### config.mk
export PLATFORM = sky130hd
export DESIGN_NAME = serial_sub_ctrl
export DESIGN_NICKNAME = d
export VERILOG_FILES = /design/src/rtl/serial_sub_ctrl_pkg.sv /design/src/rtl/serial_sub_ctrl_full_subtractor.sv /design/src/rtl/serial_sub_ctrl.sv
export SDC_FILE = /design/constraint.sdc
export NUM_CORES = 1
export LEC_CHECK = 0
export ABC_AREA = 1
export CORE_ASPECT_RATIO = 0.5
export CORE_MARGIN = 3
export CORE_UTILIZATION = 55
export CTS_BUF_LIST = sky130_fd_sc_hd__clkbuf_8
export DETAILED_ROUTE_END_ITERATION = 10
export PLACE_DENSITY = 0.9
export SETUP_SLACK_MARGIN = 0.3
export SKIP_LAST_GASP = 1
export SLEW_MARGIN = 20
export SYNTH_ARGS = -nofsm -noshare
export SYNTH_HDL_FRONTEND = slang
export SYNTH_HIERARCHICAL = 1
export SYNTH_SLANG_ARGS = --single-unit
### constraint.sdc
create_clock -name clk -period 3.5 [get_ports clk]
set_input_delay 0.525 -clock clk [delete_from_list [all_inputs] [get_ports clk]]
set_output_delay 0.525 -clock clk [all_outputs]
set_load 0.01 [all_outputs]
### src/rtl/serial_sub_ctrl_pkg.sv
// serial_sub_ctrl_pkg: FSM state encoding and index-width helper for the bit-serial subtractor.
package serial_sub_ctrl_pkg;
    localparam logic [1:0] ST_IDLE = 2'd0;
    localparam logic [1:0] ST_RUN  = 2'd1;
    localparam logic [1:0] ST_DONE = 2'd2;

    function automatic int idx_w(input int w);
        return (w > 1) ? $clog2(w) : 1;
    endfunction
endpackage

### src/rtl/serial_sub_ctrl_full_subtractor.sv
// full_subtractor: one-bit a - b - c cell producing a difference bit and a borrow-out.
module full_subtractor (
    input  logic a,
    input  logic b,
    input  logic c,
    output logic diff,
    output logic brw
);
    assign diff = a ^ b ^ c;
    assign brw  = (~a & b) | (~(a ^ b) & c);
endmodule

### src/rtl/serial_sub_ctrl.sv
// serial_sub_ctrl: bit-serial a - b - bin over WIDTH cycles with start/busy/done handshake.
// Define SERIAL_SUB_OVF_EN to add the signed-overflow output ovf.
module serial_sub_ctrl
    import serial_sub_ctrl_pkg::*;
#(
    parameter int WIDTH = 8
) (
    input  logic             clk,
    input  logic             rst,
    input  logic             start,
    input  logic [WIDTH-1:0] a,
    input  logic [WIDTH-1:0] b,
    input  logic             bin,
    output logic             busy,
    output logic             done,
    output logic [WIDTH-1:0] diff,
`ifdef SERIAL_SUB_OVF_EN
    output logic             ovf,
`endif
    output logic             bout
);
    localparam int IW = idx_w(WIDTH);

    logic [1:0]       r_state;
    logic [1:0]       w_next;
    logic [WIDTH-1:0] r_a;
    logic [WIDTH-1:0] r_b;
    logic [WIDTH-1:0] r_diff;
    logic [IW-1:0]    r_idx;
    logic             r_brw;
    logic             r_bout;
    logic             w_d;
    logic             w_brw;
    logic             w_last;

    full_subtractor u_fs (
        .a   (r_a[0]),
        .b   (r_b[0]),
        .c   (r_brw),
        .diff(w_d),
        .brw (w_brw)
    );

    assign w_last = r_idx == IW'(WIDTH - 1);

    always_ff @(posedge clk) begin
        r_state <= rst ? ST_IDLE : w_next;
    end

    always_comb begin
        w_next = (r_state == ST_IDLE) ? (start ? ST_RUN : ST_IDLE) :
                 (r_state == ST_RUN)  ? (w_last ? ST_DONE : ST_RUN) : ST_IDLE;
    end

    always_comb begin
        busy = r_state == ST_RUN;
        done = r_state == ST_DONE;
    end

    // Result bits enter the minuend register from the MSB side as its operand bits leave at the LSB.
    always_ff @(posedge clk) begin
        if (rst) begin
            r_a    <= '0;
            r_b    <= '0;
            r_brw  <= 1'b0;
            r_idx  <= '0;
            r_diff <= '0;
            r_bout <= 1'b0;
        end else if (r_state == ST_IDLE && start) begin
            r_a   <= a;
            r_b   <= b;
            r_brw <= bin;
            r_idx <= '0;
        end else if (r_state == ST_RUN) begin
            r_a   <= {w_d, r_a[WIDTH-1:1]};
            r_b   <= r_b >> 1;
            r_brw <= w_brw;
            r_idx <= r_idx + 1'b1;
            if (w_last) begin
                r_diff <= {w_d, r_a[WIDTH-1:1]};
                r_bout <= w_brw;
            end
        end
    end

`ifdef SERIAL_SUB_OVF_EN
    logic r_ovf;
    // Signed overflow: borrow into the MSB differs from borrow out of it.
    always_ff @(posedge clk) begin
        if (rst)
            r_ovf <= 1'b0;
        else if (r_state == ST_RUN && w_last)
            r_ovf <= r_brw ^ w_brw;
    end
    assign ovf = r_ovf;
`endif

    assign diff = r_diff;
    assign bout = r_bout;
endmodule
# == Yosys cells after proc, flatten, opt, wreduce, memory -nomap -nowiden ==
# Index checks and enable logic that the tools add are counted.
# word_totals
reg_bits,31
out_inout_bits,11
in_bits,20
# classes
n_eq_ne,3
n_reduce_logical,5
addsub,1
n_bitwise,8
muxes,10
# op_table
cell,n
$mux W8,4
$mux W2,3
$add A3 B1 Y3 const B,1
$eq A3 B3 Y1 const B,1
$mux W1,3
$not A1 Y1,3
$reduce_and A3 Y1,1
$and A1 B1 Y1,2
$eq A2 B1 Y1 const B,1
$eq A2 B2 Y1 const B,1
$logic_not A2 Y1,1
$reduce_bool A2 Y1,1
$reduce_or A2 Y1,1
$xor A1 B1 Y1,2
$logic_and A1 B1 Y1,1
$or A1 B1 Y1,1

# == Depth between registers and ports, before layout ==
# depth
word_depth,6
depth_mapped,7
depth_no_buf,7

# == By module ==
# Netlist, hierarchy kept.
# by_module_without_submodules
module,area_per_inst_um2,cells_per_inst,instances
serial_sub_ctrl,1453.9,209,1
full_subtractor,31.3,4,1

# == Least setup slack after synthesis ==
# OpenSTA, ideal clock, no wires.
# synth_timing
path_kind,register to output
startpoint,reg r_state[1]
endpoint,out done
arrival_ns,0.867
path_slack_ns,2.108
n_path_buf,1
t_required_ns,2.975
path_stages_with_launch,4
cell_sequence,dfxtp_1 inv_2 buf_2 nor2_1
# synth_between
elab_chain_cells,1
# synth_rtl
element,line,text
start: declaration,serial_sub_ctrl.sv:24,logic [1:0] r_state;
start signal: assignment,serial_sub_ctrl.sv:47,r_state <= rst ? ST_IDLE : w_next;
$eq A2 B2 Y1,serial_sub_ctrl.sv:57,done = r_state == ST_DONE;
end: declaration,serial_sub_ctrl.sv:15,"output logic done,"
# No other way between the ends.

# == Final worst setup path ==
# layout_timing
startpoint,reg r_state[0]
endpoint,out busy
# layout_between
elab_chain_cells,1
# layout_rtl
element,line,text
$eq A2 B1 Y1,serial_sub_ctrl.sv:56,busy = r_state == ST_RUN;
end: declaration,serial_sub_ctrl.sv:14,"output logic busy,"
# No other way between the ends.

==> metrics.md <==
| Metric | Value |
|---|---|
| Maximum clock rate | `0.4437 GHz` |
| Crit path required time | `2970 ps` |
| Syn avg cell area | `6.973 um^2` |
| Commonest cells post-synth | `nand2_1, nand3_1, dfxtp_1, inv_1, a21oi_1` |
| R2R Setup Slk | `2060 ps` |
| WP buf/inv | `3` |
| Layout cells sized above 1 | `7.054%` |
| Seq/Total Area, Yosys | `41.79%` |
| Cell count after synthesis | `213` |
| Most common cell in the netlist | `nand2_1` |
| Ys flop type | `dfxtp_1` |
| Max-cap violation count | `0` |
| Ranking of synthesized cells by area | `dfxtp_1, nand2_1, nand3_1, a21oi_1, inv_1` |
| Setup slack after layout | `1246 ps` |
| Critical path capture point type | `output port` |
| Sequential share of power | `49.3%` |
| DP Cell Count | `269` |
| # setup viols final | `0` |
| CP startpoint | `r_state[0]` |
| Layout Skew | `3.272 ps` |
| Multi-input gate area | `703.2 um^2` |
| PostCTS Resize Cnt | `0` |
| EDFF count, synth | `0` |
| Wire per inst | `11.75 um` |
| Starting density of the core | `62.21%` |
| Vias per inst | `5.127` |
| TritonCTS clock tree | `done` |
| FF+latch area | `620.6 um^2` |
| Max Slew Vio Count | `0` |
| Critical Path Sink | `busy` |
| Worst slack, placed | `1221 ps` |
| Largest net degree at the start of global routing | `20` |
| CTS Sinks | `31` |
| 1st-pass router iterations | `5` |
| Detail Route Antenna Nets | `0` |
| Post CTS Setup Buffer Count | `0` |
| Status | `finished, final reports clean` |
| Clock Path Buffers | `2` |
| Startpoint types | `register` |
| Clock latency at the later pin of the worst-skew pair | `280 ps` |
| Post-synth top area cell | `dfxtp_1` |
| Post-Layout Cell Count | `276` |
| Register bit total from synthesis | `31` |
| Initial antenna violation count | `0` |
| PD cells | `418.6 nW/um^2` |
| Worst-path clk slew | `60 ps` |
| Hold Vio Cnt, Final | `0` |
| RSZ-0062 raised after global routing | `false` |
| Worst Tran Pin Value | `788.6 ps` |
| HP Class | `reg -> reg` |
| DRC viols | `0` |
| Initial DRC count | `78` |
| Synth Net Count | `236` |
| Critical R2R Launch | `r_state[0]` |
| Worst Path Max Fanout | `17` |
| Critical path type | `reg -> out` |
| GRT overflow | `0` |
| Worst reg2reg endpoint | `r_a[7]` |
| Post-synth top area share | `41.79%` |
| Crit path cell chain | `buf_4 -> inv_2 -> nor2_4 -> clkdlybuf4s50_1` |
| Fill cells | `188` |
| CTS root buf | `clkbuf_8` |
| Min cycle time layout | `2254 ps` |
| Max stage delay on crit path | `590 ps` |
| # hold bufs at CTS | `0` |
| First-pass GRT wire length | `5402 um` |
| H-tree depth | `2` |
| Dpl hpwl | `2166 um` |
| Row cnt | `12` |
| Die height | `42.75 um` |
| Area growth from synthesis to layout | `25.02%` |
| Largest delay share family, worst path | `buffers and inverters` |
| Tot GR Track Use | `20.67%` |
| Core Area | `2387 um^2` |
| Die area | `3398 um^2` |
| Net Switching | `203.1 uW` |
| Distinct cells, synth | `19` |
| Ant. Diodes | `0` |
| P_leak | `0.0008912 uW` |
| Final wirelength | `3242 um` |
| WP depth | `4` |
| Async set-reset flop share out of synthesis | `0%` |
| R2R depth | `6` |
| Gate power share | `14.5%` |
| Post-Syn Area | `1485 um^2` |
| Max IR drop VDD | `0.2904 mV` |
| Final net count | `264` |
| Crit share post-route | `64.40%` |
| Number of global-route vias before repair | `1,197` |
| Worst slew margin | `47.26%` |
| Switching share of power | `26.12%` |
| Yosys warns | `6` |
| Arr. time, crit path | `1730 ps` |
| Routability cong. | `0.8204` |
| Io pins | `31` |
| CTS Buf Count | `5` |
| P_int | `574.2 uW` |
| Clock share of power | `36.2%` |
| Via count | `1,415` |
| CP max stage cell | `clkdlybuf4s50_1` |
| Die width | `79.49 um` |
| Setup TNS | `0 ps` |
| # port buffers | `30` |
[layout by cell type, fill, tap and decap left out, types with 2 or more instances in the layout]
cell / instances
a21oi_1: 16
buf_4: 2
clkbuf_8: 6
clkdlybuf4s50_1: 30
dfxtp_1: 31
ha_1: 2
inv_1: 20
inv_2: 3
nand2_1: 73
nand3_1: 39
nor2_1: 10
nor2_4: 2
[cell type report]
type	instances	share of cell area, %
Multi-Input combinational cell	148	37.87
Sequential cell	31	33.42
Timing Repair Buffer	32	16.98
Inverter	23	4.650
Clock buffer	6	4.447
Tap cell	35	2.358
Clock inverter	1	0.2695
[power groups by stage]
stage | logic, uW | clock network [uW] | registers, uW
finish | 113 | 281 | 383
global route | 127 | 300 | 385
CTS | 112 | 287 | 383
detailed placement | 112 | 0 | 390
global placement | 108 | 0 | 390
floorplan | 80.1 | 0 | 387
[state kept, by name (all words and copies together) (netlist names)]
register  cells
bout          1
r_state       2
r_a           8
r_b           8
r_brw         1
r_idx         3
diff          8
[tightest hold or removal path, stage by stage, from the launching register on]
cell	delay, ps
dfxtp_1	310
nand2_1	60
a21oi_1	60
[per-stage QoR]
| step | instance area [um^2] | hold WS, ps | power, uW | util [%] |
|---|---|---|---|---|
| 4_1_cts | 1857 | 466.4 | 781.8 | 77.78 |
| 2_1_floorplan | 1485 | 438.8 | 466.9 | - |
| 3_3_place_gp | 1769 | 454.2 | 498.1 | 74.11 |
| 5_1_grt | 1857 | 492.2 | 811.0 | 77.78 |
| 6_report | 1857 | 468.4 | 777.3 | 77.78 |
| 3_5_place_dp | 1769 | 457.0 | 502.1 | 74.11 |
[worst min-delay path by stage]
stage                     startpoint       to  slack [ps]  cells past startpoint
after floorplan               r_a[1]  diff[0]         440                      2
after global placement        r_b[3]   r_b[3]         450                      2
after detailed placement      r_b[2]   r_b[2]         460                      2
after CTS                     r_b[2]   r_b[2]         470                      2
after global routing          r_a[6]  diff[5]         490                      2
final                         r_b[2]   r_b[2]         470                      2
[logic make-up after synthesis]
| group | synth area share, % |
|---|---|
| AOI/OAI and AO/OA | 6.487 |
| adders and majority gates | 3.033 |
| xor gates and xnor gates | 0.5898 |
| buffers and inverters | 10.87 |
| DFF | 41.79 |
| and+or+nand+nor | 37.24 |
[layer usage]
layer	wire [um]	track usage, %	vias up
met5	0	0	-
met4	57	9.589	0
met3	238	6.780	9
met2	1490	32.01	59
met1	1456	26.10	622
li1	-	-	725
(Power assumes the default switching activity.)
